## config.mk

```make
export PLATFORM = sky130hd
export DESIGN_NAME = uart_tx_frame
export DESIGN_NICKNAME = d
export VERILOG_FILES = /design/src/rtl/uart_tx_frame.sv
export SDC_FILE = /design/constraint.sdc
export NUM_CORES = 1
export LEC_CHECK = 0
export ABC_AREA = 0
export CORE_MARGIN = 1.5
export CORE_UTILIZATION = 35
export CTS_CLUSTER_SIZE = 14
export DETAILED_ROUTE_END_ITERATION = 16
export SETUP_SLACK_MARGIN = 0.15
export SYNTH_ARGS = -nofsm -noshare
export SYNTH_HDL_FRONTEND = slang
export SYNTH_SLANG_ARGS = --single-unit
```

## constraint.sdc

```tcl
create_clock -name clk -period 1.7 [get_ports clk]
set_input_delay 0.34 -clock clk [delete_from_list [all_inputs] [get_ports clk]]
set_output_delay 0.34 -clock clk [all_outputs]
set_load 0.05 [all_outputs]
```

## src/rtl/uart_tx_frame.sv

```systemverilog
// Serial frame transmitter: start, DATA_BITS LSB first, optional parity, 1-2 stop bits, baud from clk.
// Latency: txd falls at the acceptance edge; done pulses F cycles later, together with avail.
// Backpressure: avail low while busy; requests are dropped, not queued. UART_TX_BREAK_EN adds brk.
module uart_tx_frame #(
    parameter int DATA_BITS    = 8,
    parameter int CLKS_PER_BIT = 1,
    parameter int PARITY_MODE  = 0,
    parameter int STOP_BITS    = 1
) (
    input  logic                 clk,
    input  logic                 rst,
    input  logic [DATA_BITS-1:0] data,
    input  logic                 send,
`ifdef UART_TX_BREAK_EN
    input  logic                 brk,
`endif
    output logic                 txd,
    output logic                 avail,
    output logic                 done
);

    localparam int IDX_W = $clog2(DATA_BITS + 1);
    localparam int CNT_W = (CLKS_PER_BIT > 1) ? $clog2(CLKS_PER_BIT) : 1;
    localparam logic [CNT_W-1:0] CNT_RELOAD    = CNT_W'(CLKS_PER_BIT - 1);
    localparam logic [IDX_W-1:0] IDX_DATA_LAST = IDX_W'(DATA_BITS);
    localparam logic [IDX_W-1:0] IDX_STOP_LAST = IDX_W'(STOP_BITS);
    localparam logic             PARITY_INV    = (PARITY_MODE == 2);

    if (STOP_BITS < 1 || STOP_BITS > 2 || PARITY_MODE < 0 || PARITY_MODE > 2 ||
        DATA_BITS < 5 || DATA_BITS > 9 || CLKS_PER_BIT < 1) begin : g_param_check
        $error("uart_tx_frame: illegal parameter value");
    end

    typedef enum logic [2:0] {
        S_IDLE,
        S_START,
        S_DATA,
        S_PARITY,
        S_STOP,
        S_BRK,
        S_BRK_MARK
    } state_t;

    state_t               state_q, state_d;
    logic [CNT_W-1:0]     cnt_q, cnt_d;
    logic [IDX_W-1:0]     idx_q, idx_d;
    logic [DATA_BITS-1:0] shreg_q, shreg_d;
    logic                 par_q, par_d;
    logic                 send_hist_q, send_hist_d;
    logic                 txd_q, txd_d;
    logic                 avail_q, avail_d;
    logic                 done_q, done_d;
    logic                 bit_end;

    always_comb begin
        state_d     = state_q;
        cnt_d       = cnt_q;
        idx_d       = idx_q;
        shreg_d     = shreg_q;
        par_d       = par_q;
        txd_d       = txd_q;
        avail_d     = avail_q;
        done_d      = 1'b0;
        send_hist_d = send;
        bit_end     = (cnt_q == '0);

        if (state_q inside {S_START, S_DATA, S_PARITY, S_STOP}) begin
            cnt_d = bit_end ? CNT_RELOAD : cnt_q - CNT_W'(1);
        end

        case (state_q)
            S_IDLE: begin
`ifdef UART_TX_BREAK_EN
                if (brk) begin
                    state_d = S_BRK;
                    txd_d   = 1'b0;
                    avail_d = 1'b0;
                end else
`endif
                if (send && !send_hist_q) begin
                    state_d = S_START;
                    shreg_d = data;
                    par_d   = (^data) ^ PARITY_INV;
                    cnt_d   = CNT_RELOAD;
                    idx_d   = '0;
                    txd_d   = 1'b0;
                    avail_d = 1'b0;
                end
            end
            S_START: begin
                if (bit_end) begin
                    state_d = S_DATA;
                    txd_d   = shreg_q[0];
                    shreg_d = shreg_q >> 1;
                    idx_d   = IDX_W'(1);
                end
            end
            S_DATA: begin
                if (bit_end) begin
                    if (idx_q == IDX_DATA_LAST) begin
                        if (PARITY_MODE != 0) begin
                            state_d = S_PARITY;
                            txd_d   = par_q;
                        end else begin
                            state_d = S_STOP;
                            txd_d   = 1'b1;
                            idx_d   = IDX_W'(1);
                        end
                    end else begin
                        txd_d   = shreg_q[0];
                        shreg_d = shreg_q >> 1;
                        idx_d   = idx_q + IDX_W'(1);
                    end
                end
            end
            S_PARITY: begin
                if (bit_end) begin
                    state_d = S_STOP;
                    txd_d   = 1'b1;
                    idx_d   = IDX_W'(1);
                end
            end
            S_STOP: begin
                // idx counts stop bits here; the last one returns to idle
                if (bit_end) begin
                    if (idx_q == IDX_STOP_LAST) begin
                        state_d = S_IDLE;
                        avail_d = 1'b1;
                        done_d  = 1'b1;
                        idx_d   = '0;
                        cnt_d   = '0;
                    end else begin
                        idx_d = idx_q + IDX_W'(1);
                    end
                end
            end
`ifdef UART_TX_BREAK_EN
            S_BRK: begin
                if (!brk) begin
                    state_d = S_BRK_MARK;
                    txd_d   = 1'b1;
                end
            end
            S_BRK_MARK: begin
                state_d = S_IDLE;
                avail_d = 1'b1;
            end
`endif
            default: begin
                state_d = S_IDLE;
                txd_d   = 1'b1;
                avail_d = 1'b1;
            end
        endcase
    end

    always_ff @(posedge clk) begin
        if (rst) begin
            state_q     <= S_IDLE;
            cnt_q       <= '0;
            idx_q       <= '0;
            shreg_q     <= '0;
            par_q       <= 1'b0;
            send_hist_q <= 1'b1;
            txd_q       <= 1'b1;
            avail_q     <= 1'b1;
            done_q      <= 1'b0;
        end else begin
            state_q     <= state_d;
            cnt_q       <= cnt_d;
            idx_q       <= idx_d;
            shreg_q     <= shreg_d;
            par_q       <= par_d;
            send_hist_q <= send_hist_d;
            txd_q       <= txd_d;
            avail_q     <= avail_d;
            done_q      <= done_d;
        end
    end

    assign txd   = txd_q;
    assign avail = avail_q;
    assign done  = done_q;

endmodule

```

==> flow_metrics.py, run 1 <==
metrics = {
    "global_routing": {
        "grt_max_degree": 12,
        "grt_pass1_vias": 1098,
        "grt_pass1_wl_um": 4620,
        "grt.total_usage_pct": 16.6,
        "antenna_found_initial": 0,
        "grt_overflow": 0,
    },
    "timing": {
        "clock_skew_ps": 1.57,
        "fin_crit_sh_pct": 97.1,
        "fin_crit_ps": 1650,
        "rsz0062_at_grt": "yes",
        "hold_violations": 0,
        "setup_viol": 0,
        "hold_slack_ps": 400,
        "slew_headroom_pct": 73.2,
        "finalMaxSlewViolations": 0,
        "finalSetupTns_ps": 0,
        "max_clock_freq_mhz": 606,
        "worst_pin_slew_ps": 403,
    },
    "detailed_routing": {
        "vias": 1078,
        "wl_um": 2740,
        "avgRoutedWirePerCell_um": 13.6,
        "drc": 0,
        "postRouteAntennaNets": 0,
        "drtPass1Iterations": 4,
        "via_per_inst": 5.34,
        "drtIter0Drc": 33,
    },
    "pwr": {
        "leakage_uw": 0.000582,
        "p_per_area_nw_per_um2": 604,
        "peakVddDrop_uv": 210,
    },
    "layout": {
        "instances_no_fill": 202,
        "n_antenna_cell": 0,
        "syn2layout_area_growth_pct": 35.9,
        "fin_util_pct": 49.1,
        "final_layout_size_suffix_gt1_share_pct": 42.3,
        "final_net_count": 172,
    },
    "die": {
        "core_area_sq_um": 3310,
        "rows": 21,
        "die_h_um": 61.4,
        "die_area_sq_um": 3770,
        "initial_core_util_pct": 36.1,
        "io_pins": 14,
        "die_w_um": 61.4,
    },
    "synthesis": {
        "synthCells": 128,
        "yosysMostFrequentCell": "dfxtp_1",
        "synth_edf_count": 0,
        "avgSynthCellArea_sq_um": 9.34,
        "synth_nets": 142,
        "synth.area.top_cells": "dfxtp_1 (34%), mux2i_1 (7.5%), a221oi_1 (5.1%)",
        "synthDominantCellAreaShare_pct": 33.5,
        "yosysWarnings": 0,
        "ys.flop_type": "dfxtp_1",
        "yosysSeqAreaShare_pct": 33.5,
        "synth.distinct_cells": 46,
        "synth_top_cells_by_count": "dfxtp_1 (20), nor2_1 (11), mux2i_1 (9)",
        "syn_area_sq_um": 1190,
        "ys_ff_latch": 20,
        "async_flop_share_pct": 0,
        "synth_top_area_cell": "dfxtp_1",
    },
    "worst_setup_path": {
        "r2r_cells": 8,
        "regToRegStartpoint": "idx_q[0]",
        "cp.required_ps": 1890,
        "reg2reg_to": "shreg_q[4]",
        "endpoint": "shreg_q[4]",
        "path_cells": "inv_4 > ha_4 > and3b_2 > buf_4 > buf_6 > nor2_8 > nor2_1 > a221oi_1",
        "critPathLaunchType": "flop",
        "path_depth": 8,
        "critical_path_buf_inv_count": 3,
        "setup.worst_path.end_class": "flop",
        "worstPathArrival_ps": 1840,
        "crit_family": "simple AND/OR/NAND/NOR gates",
        "slowest_delay_ps": 400,
        "crit_slowest_cell": "dfxtp_4",
        "crit_fanout": 7,
        "criticalPathCategory": "flop to flop",
        "r2r_slack_ps": 50,
        "startpoint": "idx_q[0]",
    },
    "clock_tree": {
        "cts_buffer_depth": 2,
        "clkTransAtPathRegs_ps": 110,
        "numCtsBuffers": 3,
        "cts_sinks": 20,
        "clkLatencyLatePin_ps": 290,
        "cts.htree.levels": 1,
        "clock-root-buffer": "clkbuf_4",
        "cts_tree": "built",
    },
    "placement": {
        "numPortBuffers": 13,
        "dpl.cell_count": 194,
        "gp_congestion": 0.735,
        "dp_hpwl_um": 2040,
    },
    "outcome": {
        "status": "finished clean",
    },
    "run": {
        "cap_violations": 0,
    },
    "worst_hold_path": {
        "min_path_type": "input port to flop",
    },
}
[layout make-up]
cell class              count  area, sq um
flip-flops and latches     20          417
well taps                  46         57.6
clock buffers               3         22.5
repair buffers             33          279
multi-input cells          95          827
inverters                   5         21.3
fillers                   317         1690
[routing by layer]
metal | vias to the layer above | track usage [%] | part of all wire (%)
met1 | 519 | 19.1 | 42
met2 | 14 | 31.5 | 55
li1 | 543 | - | -
met3 | 2 | 2.52 | 2.8
met5 | - | 0 | 0
met4 | 0 | 4.56 | 0.66
[worst reg2reg max path, cell delays in order, from the launching register on]
cell and delay (ps):
dfxtp_4 400, inv_4 50, ha_4 140, and3b_2 220, buf_4 150, buf_6 130, nor2_8 160, nor2_1 60
a221oi_1 250
[flip-flops by register name, summed over array words and instances (netlist names)]
register / cells
txd: 1
send_hist_q: 1
shreg_q: 8
avail: 1
state_q: 3
done: 1
cnt_q: 1
idx_q: 4
[repair_timing]
| action | in CTS | in global routing |
|---|---|---|
| gates resized for setup | 22 | 16 |
| endpoints found under the setup margin | 16 | 17 |
| hold buffers | 0 | 0 |
| pin swaps | 9 | 8 |
| buffers inserted | 5 | 0 |
[cells in the final DEF, fill, tap and decap left out, types with 3 or more instances in the layout]
cell,count
nand3_1,3
mux2i_1,9
a221oi_2,5
clkbuf_4,3
inv_1,3
dfxtp_4,4
dfxtp_1,15
clkdlybuf4s50_1,9
nand2_1,4
o21ai_1,3
nor2_1,5
o21ai_0,3
buf_4,21
nor2_2,6
a21oi_1,6
o31ai_1,3
[metrics by stage]
step	setup slack [ps]	total power, uW	cell area, sq um
final	50.1	980	1620
after global routing	-34.0	1040	1620
after CTS	40.3	980	1570
after detailed placement	-340	743	1450
after global placement	-315	737	1450
after floorplan	120	665	1210
[worst min-delay path by stage]
| stage | startpoint | endpoint | slack [ps] | cells past startpoint |
|---|---|---|---|---|
| final | send | send_hist_q | 400 | 2 |
| after global routing | send | send_hist_q | 410 | 2 |
| after CTS | send | send_hist_q | 390 | 2 |
| after detailed placement | shreg_q[7] | shreg_q[7] | 460 | 2 |
| after global placement | shreg_q[7] | shreg_q[7] | 460 | 2 |
| after floorplan | shreg_q[7] | shreg_q[7] | 430 | 2 |
[power by group]
part / total, uW / switching [uW] / leakage, uW / internal [uW]
sequential: 519 / 24.5 / 0.000167 / 494
combinational: 245 / 119 / 0.000402 / 126
clock: 217 / 135 / 0.0000138 / 82.2
total: 980 / 278 / 0.000582 / 702
[logic make-up (layout without fill, tap and decap cells)]
group / after synthesis / after routing / share of synthesized area, %
xor+xnor: 1 / 1 / 0.733
fa+ha+maj: 3 / 3 / 3.14
buf+inv: 13 / 41 / 5.76
simple gates: 45 / 45 / 24.8
mux: 9 / 9 / 7.54
flops: 20 / 20 / 33.5
compound gates: 37 / 37 / 24.5
(Power assumes the default switching activity.)
==> run 2, diff against run 1 <==
- CORE_UTILIZATION: 35 -> 49
- PLACE_DENSITY_LB_ADDON: not set -> 0.3
==> run 2 against run 1 <==
Compared with the run above: clock power is 5% higher; critical path depth down 1; via count is 5.8% higher; design area is 1.1% higher; clock skew rose by 1.8 ps; sequential power barely moved; clock-buffer cell count did not move; maximum frequency is 0.94% higher; critical path type unchanged; critical endpoint is now state_q[2]; largest power group unchanged.
==> flow_metrics.py, run 2 (synthesis gave the netlist of run 1 again) <==
metrics = {
    "outcome": {
        "status": "finished clean",
    },
    "die": {
        "die_area_sq_um": 2740,
        "die_h_um": 52.4,
        "initial_core_util_pct": 53.0,
        "core_area_sq_um": 2250,
        "die_w_um": 52.4,
        "rows": 17,
        "io_pins": 14,
    },
    "timing": {
        "slew_headroom_pct": 73.3,
        "finalMaxSlewViolations": 0,
        "setup_viol": 0,
        "max_clock_freq_mhz": 612,
        "setup_slack_ps": 65.5,
        "hold_violations": 0,
        "fin_crit_sh_pct": 96.1,
        "rsz0062_at_grt": "yes",
        "finalSetupTns_ps": 0,
        "worst_pin_slew_ps": 400,
        "clock_skew_ps": 3.36,
        "fin_crit_ps": 1630,
    },
    "worst_setup_path": {
        "crit_fanout": 3,
        "criticalPathCategory": "flop to flop",
        "setup.worst_path.end_class": "flop",
        "crit_family": "simple AND/OR/NAND/NOR gates",
        "critPathLaunchType": "flop",
        "cp.required_ps": 1930,
        "slowest_delay_ps": 350,
        "path_cells": "inv_4 > ha_4 > nor3b_4 > o32ai_4 > buf_6 > or3_4 > mux2i_1",
        "critical_path_buf_inv_count": 2,
        "crit_slowest_cell": "dfxtp_2",
        "worstPathArrival_ps": 1860,
    },
    "layout": {
        "n_antenna_cell": 0,
        "final_cell_mix": "buf_4 (18), dfxtp_1 (14), mux2i_1 (9), clkdlybuf4s50_1 (9)",
        "layout_commonest_cell": "buf_4",
        "syn2layout_area_growth_pct": 37.4,
        "top_register": "shreg_q",
        "largest_reg_flops": 8,
        "final_layout_size_suffix_gt1_share_pct": 43.9,
        "largestRegisters": "shreg_q x8, idx_q x4, state_q x3",
        "final_net_count": 171,
        "fin_util_pct": 72.8,
    },
    "detailed_routing": {
        "wl_um": 3210,
        "postRouteAntennaNets": 0,
        "drtPass1Iterations": 4,
        "avgRoutedWirePerCell_um": 17.5,
        "drtIter0Drc": 26,
        "via_per_inst": 6.23,
        "vias": 1141,
        "drc": 0,
    },
    "pwr": {
        "fin_total_pwr_uw": 1030,
        "p_per_area_nw_per_um2": 625,
        "peakVddDrop_uv": 457,
        "leakage_uw": 0.000599,
    },
    "placement": {
        "numPortBuffers": 13,
        "place_ws_ps": -354,
        "dp_hpwl_um": 1940,
        "gp_congestion": 0.824,
    },
    "clock_tree": {
        "holdBufCountCts": 0,
        "cts_sinks": 20,
        "clkTransAtPathRegs_ps": 110,
        "cts_tree": "built",
        "clkLatencyLatePin_ps": 300,
        "clock-root-buffer": "clkbuf_4",
        "cts.htree.levels": 1,
        "numCtsBuffers": 3,
        "cts_buffer_depth": 2,
    },
    "global_routing": {
        "grt_max_degree": 14,
        "grt_pass1_wl_um": 4870,
        "grt.total_usage_pct": 24.2,
        "grt_pass1_vias": 1100,
        "grt_overflow": 0,
        "antenna_found_initial": 0,
    },
    "worst_hold_path": {
        "min_path_type": "input port to flop",
    },
    "run": {
        "cap_violations": 0,
    },
}
-- run 2: final timing paths --
kind	slack, ps	startpoint	cells past startpoint	endpoint
max	70	idx_q[1]	7	state_q[2]
min	410	send	2	send_hist_q
max reg2reg	70	idx_q[1]	7	state_q[2]
min reg2reg	470	shreg_q[7]	2	shreg_q[7]
-- run 2: layout make-up --
| type | instances | area (sq um) |
|---|---|---|
| well taps | 28 | 35.0 |
| flip-flops and latches | 20 | 418 |
| clock buffers | 3 | 22.5 |
| inverters | 5 | 23.8 |
| repair buffers | 32 | 282 |
| fillers | 163 | 613 |
| multi-input cells | 95 | 861 |
-- run 2: worst register-to-register path: stages, from the launching register on --
cell,delay [ps]
dfxtp_2,350
inv_4,80
ha_4,120
nor3b_4,240
o32ai_4,140
buf_6,140
or3_4,330
mux2i_1,160
-- run 2: timing repair --
item | 4_1_cts | 5_1_grt
gates resized for setup | 21 | 26
endpoints found under the setup margin | 16 | 17
pin swaps | 6 | 11
cloned | 0 | 0
setup buffers | 6 | 4
-- run 2: metal layers --
metal,part of all wire (%),wire (um),track usage (%),vias up
met4,0.87,28,8.55,0
met1,43,1390,29.5,558
met5,0,0,0,-
met3,4.2,135,2.57,4
li1,-,-,-,542
met2,51,1650,43.3,37
-- run 2: power breakdown --
part           leakage [uW]  switching (uW)  internal (uW)
Combinational      0.000418             133            142
Sequential         0.000167            28.4            494
Clock             0.0000138             146           82.5
Total              0.000599             307            719
-- run 2: stage by stage --
stage          area [sq um]  cells  hold WS, ps
6_report               1640    183          409
5_1_grt                1640    183          418
4_1_cts                1520    179          408
3_5_place_dp           1380    170          456
3_3_place_gp           1380    170          449
2_1_floorplan          1210    128          434
==> run 3, diff against run 2 <==
- CTS_CLUSTER_DIAMETER: not set -> 100
- PLACE_DENSITY: not set -> 0.85
- PLACE_DENSITY_LB_ADDON: 0.3 -> not set
==> run 3 against run 2 <==
Compared with the run above: the run now ends with setup timing left; sequential share of layout area fell by 2.4 points; die area stayed put; clock-buffer cell count rose by 1; setup slack worse by 120 ps; via count rose by 8.4%; final cell count grew 7.1%; critical path depth stayed put; clock power is 27% higher; critical path type unchanged; critical endpoint is now shreg_q[2]; largest cell class unchanged.
==> flow_metrics.py, run 3 (synthesis gave the netlist of run 1 again) <==
metrics = {
    "outcome": {
        "status": "finished with violations",
        "violations": "setup timing",
    },
    "worst_setup_path": {
        "setup.worst_path.end_class": "flop",
        "criticalPathCategory": "flop to flop",
        "crit_fanout": 6,
        "cp.required_ps": 1930,
        "critPathLaunchType": "flop",
        "r2r_slack_ps": -50,
        "worstPathArrival_ps": 1980,
    },
    "placement": {
        "dp_hpwl_um": 2160,
        "numPortBuffers": 13,
        "gp_congestion": 0.853,
    },
    "layout": {
        "n_antenna_cell": 0,
        "final_layout_size_suffix_gt1_share_pct": 49.4,
        "top_register": "shreg_q",
        "fin_util_pct": 79.4,
        "final_net_count": 183,
        "largest_reg_flops": 8,
        "syn2layout_area_growth_pct": 49.7,
        "layout_commonest_cell": "buf_4",
        "final_cell_mix": "buf_4 (29), dfxtp_1 (14), mux2i_1 (9), clkdlybuf4s50_1 (9), nor2_1 (8)",
        "nFillCells": 145,
        "largestRegisters": "shreg_q x8, idx_q x4, state_q x3",
    },
    "global_routing": {
        "antenna_found_initial": 0,
        "grt_pass1_wl_um": 5250,
        "grt_overflow": 0,
        "grt_max_degree": 13,
        "grt.total_usage_pct": 25.8,
        "grt_pass1_vias": 1119,
    },
    "die": {
        "core_area_sq_um": 2250,
        "die_h_um": 52.4,
        "initial_core_util_pct": 53.0,
        "die_area_sq_um": 2740,
        "rows": 17,
        "io_pins": 14,
        "die_w_um": 52.4,
    },
    "run": {
        "cap_violations": 0,
    },
    "timing": {
        "max_clock_freq_mhz": 570,
        "fin_crit_ps": 1750,
        "hold_violations": 0,
        "clock_skew_ps": 5.00,
        "fin_crit_sh_pct": 103,
        "slew_headroom_pct": 69.2,
        "worst_pin_slew_ps": 460,
        "rsz0062_at_grt": "yes",
        "setup_slack_ps": -54.5,
        "setup_viol": 5,
        "finalMaxSlewViolations": 0,
    },
    "detailed_routing": {
        "wl_um": 4080,
        "via_per_inst": 6.31,
        "postRouteAntennaNets": 0,
        "drtPass1Iterations": 4,
        "avgRoutedWirePerCell_um": 20.8,
        "drc": 0,
        "drtIter0Drc": 17,
        "vias": 1237,
    },
    "clock_tree": {
        "cts.htree.levels": 1,
        "clkTransAtPathRegs_ps": 120,
        "clkLatencyLatePin_ps": 310,
        "cts_sinks": 20,
        "holdBufCountCts": 0,
        "clock-root-buffer": "clkbuf_4",
        "cts_buffer_depth": 2,
        "numCtsBuffers": 3,
        "cts_tree": "built",
    },
    "pwr": {
        "leakage_uw": 0.000674,
        "p_per_area_nw_per_um2": 627,
        "fin_total_pwr_uw": 1120,
        "peakVddDrop_uv": 560,
    },
    "worst_hold_path": {
        "min_path_type": "flop to flop",
    },
}
==> run 3: changes by cell type in the layout (fill, tap and decap cells not counted), moves of 2 or more <==
cell     delta
buf_6       +2
o21ai_0     +2
nor3b_1     -2
nor2_1      +2
nor3b_2     +2
nor2_2      -2
o21ai_1     -2
dfxtp_2     +2
buf_4      +11
dfxtp_4     -2
==> run 3: power breakdown <==
part           leakage, uW  switching, uW  total, uW  internal (uW)
registers         0.000167           25.6        522            497
clock network    0.0000210            160        290            131
logic             0.000486            157        309            152
total             0.000674            342       1120            780
==> run 3: final cells by class <==
type	count	area (sq um)	share of cell area, %
Clock buffer	4	36.3	2.03
Timing Repair Buffer	44	382	21.3
Tap cell	28	35.0	1.96
Inverter	5	23.8	1.33
Multi-Input combinational cell	95	900	50.3
Sequential cell	20	413	23.1
==> run 3: final timing paths <==
path,from,endpoint,cells past startpoint
max reg2reg,state_q[0],shreg_q[2],7
min,shreg_q[7],shreg_q[7],2
max,state_q[0],shreg_q[2],7
min reg2reg,shreg_q[7],shreg_q[7],2
==> run 3: what timing repair did <==
| item | CTS | global route |
|---|---|---|
| setup buffers | 7 | 9 |
| pin swaps | 14 | 13 |
| resized for setup | 32 | 17 |
| endpoints found under the setup margin | 16 | 17 |
==> run 3: per-layer routing <==
metal	share of wire, %	wire (um)	track usage [%]	up-vias
li1	-	-	-	561
met1	39	1590	29.4	606
met4	4.6	189	7.69	0
met2	52	2110	49.2	52
met3	4.7	192	3.14	18
met5	0	0	0	-
==> run 3: worst max-delay path, stage by stage (launching register included) <==
cell and delay (ps):
dfxtp_4 370, buf_6 110, buf_4 160, nor3b_2 180, o21bai_4 290, o21ai_4 140
buf_4 170, a221oi_2 250
==> run 3: through the flow <==
stage | cell area (sq um) | hold slack (ps) | instances | setup TNS (ps) | setup WS [ps]
after global placement | 1430 | 453 | 176 | -4080 | -329
after CTS | 1620 | 425 | 187 | 0 | 26.2
after floorplan | 1210 | 434 | 128 | 0 | 120
after global routing | 1790 | 510 | 196 | -737 | -118
final | 1790 | 488 | 196 | -215 | -54.5
after detailed placement | 1430 | 459 | 176 | -5070 | -383
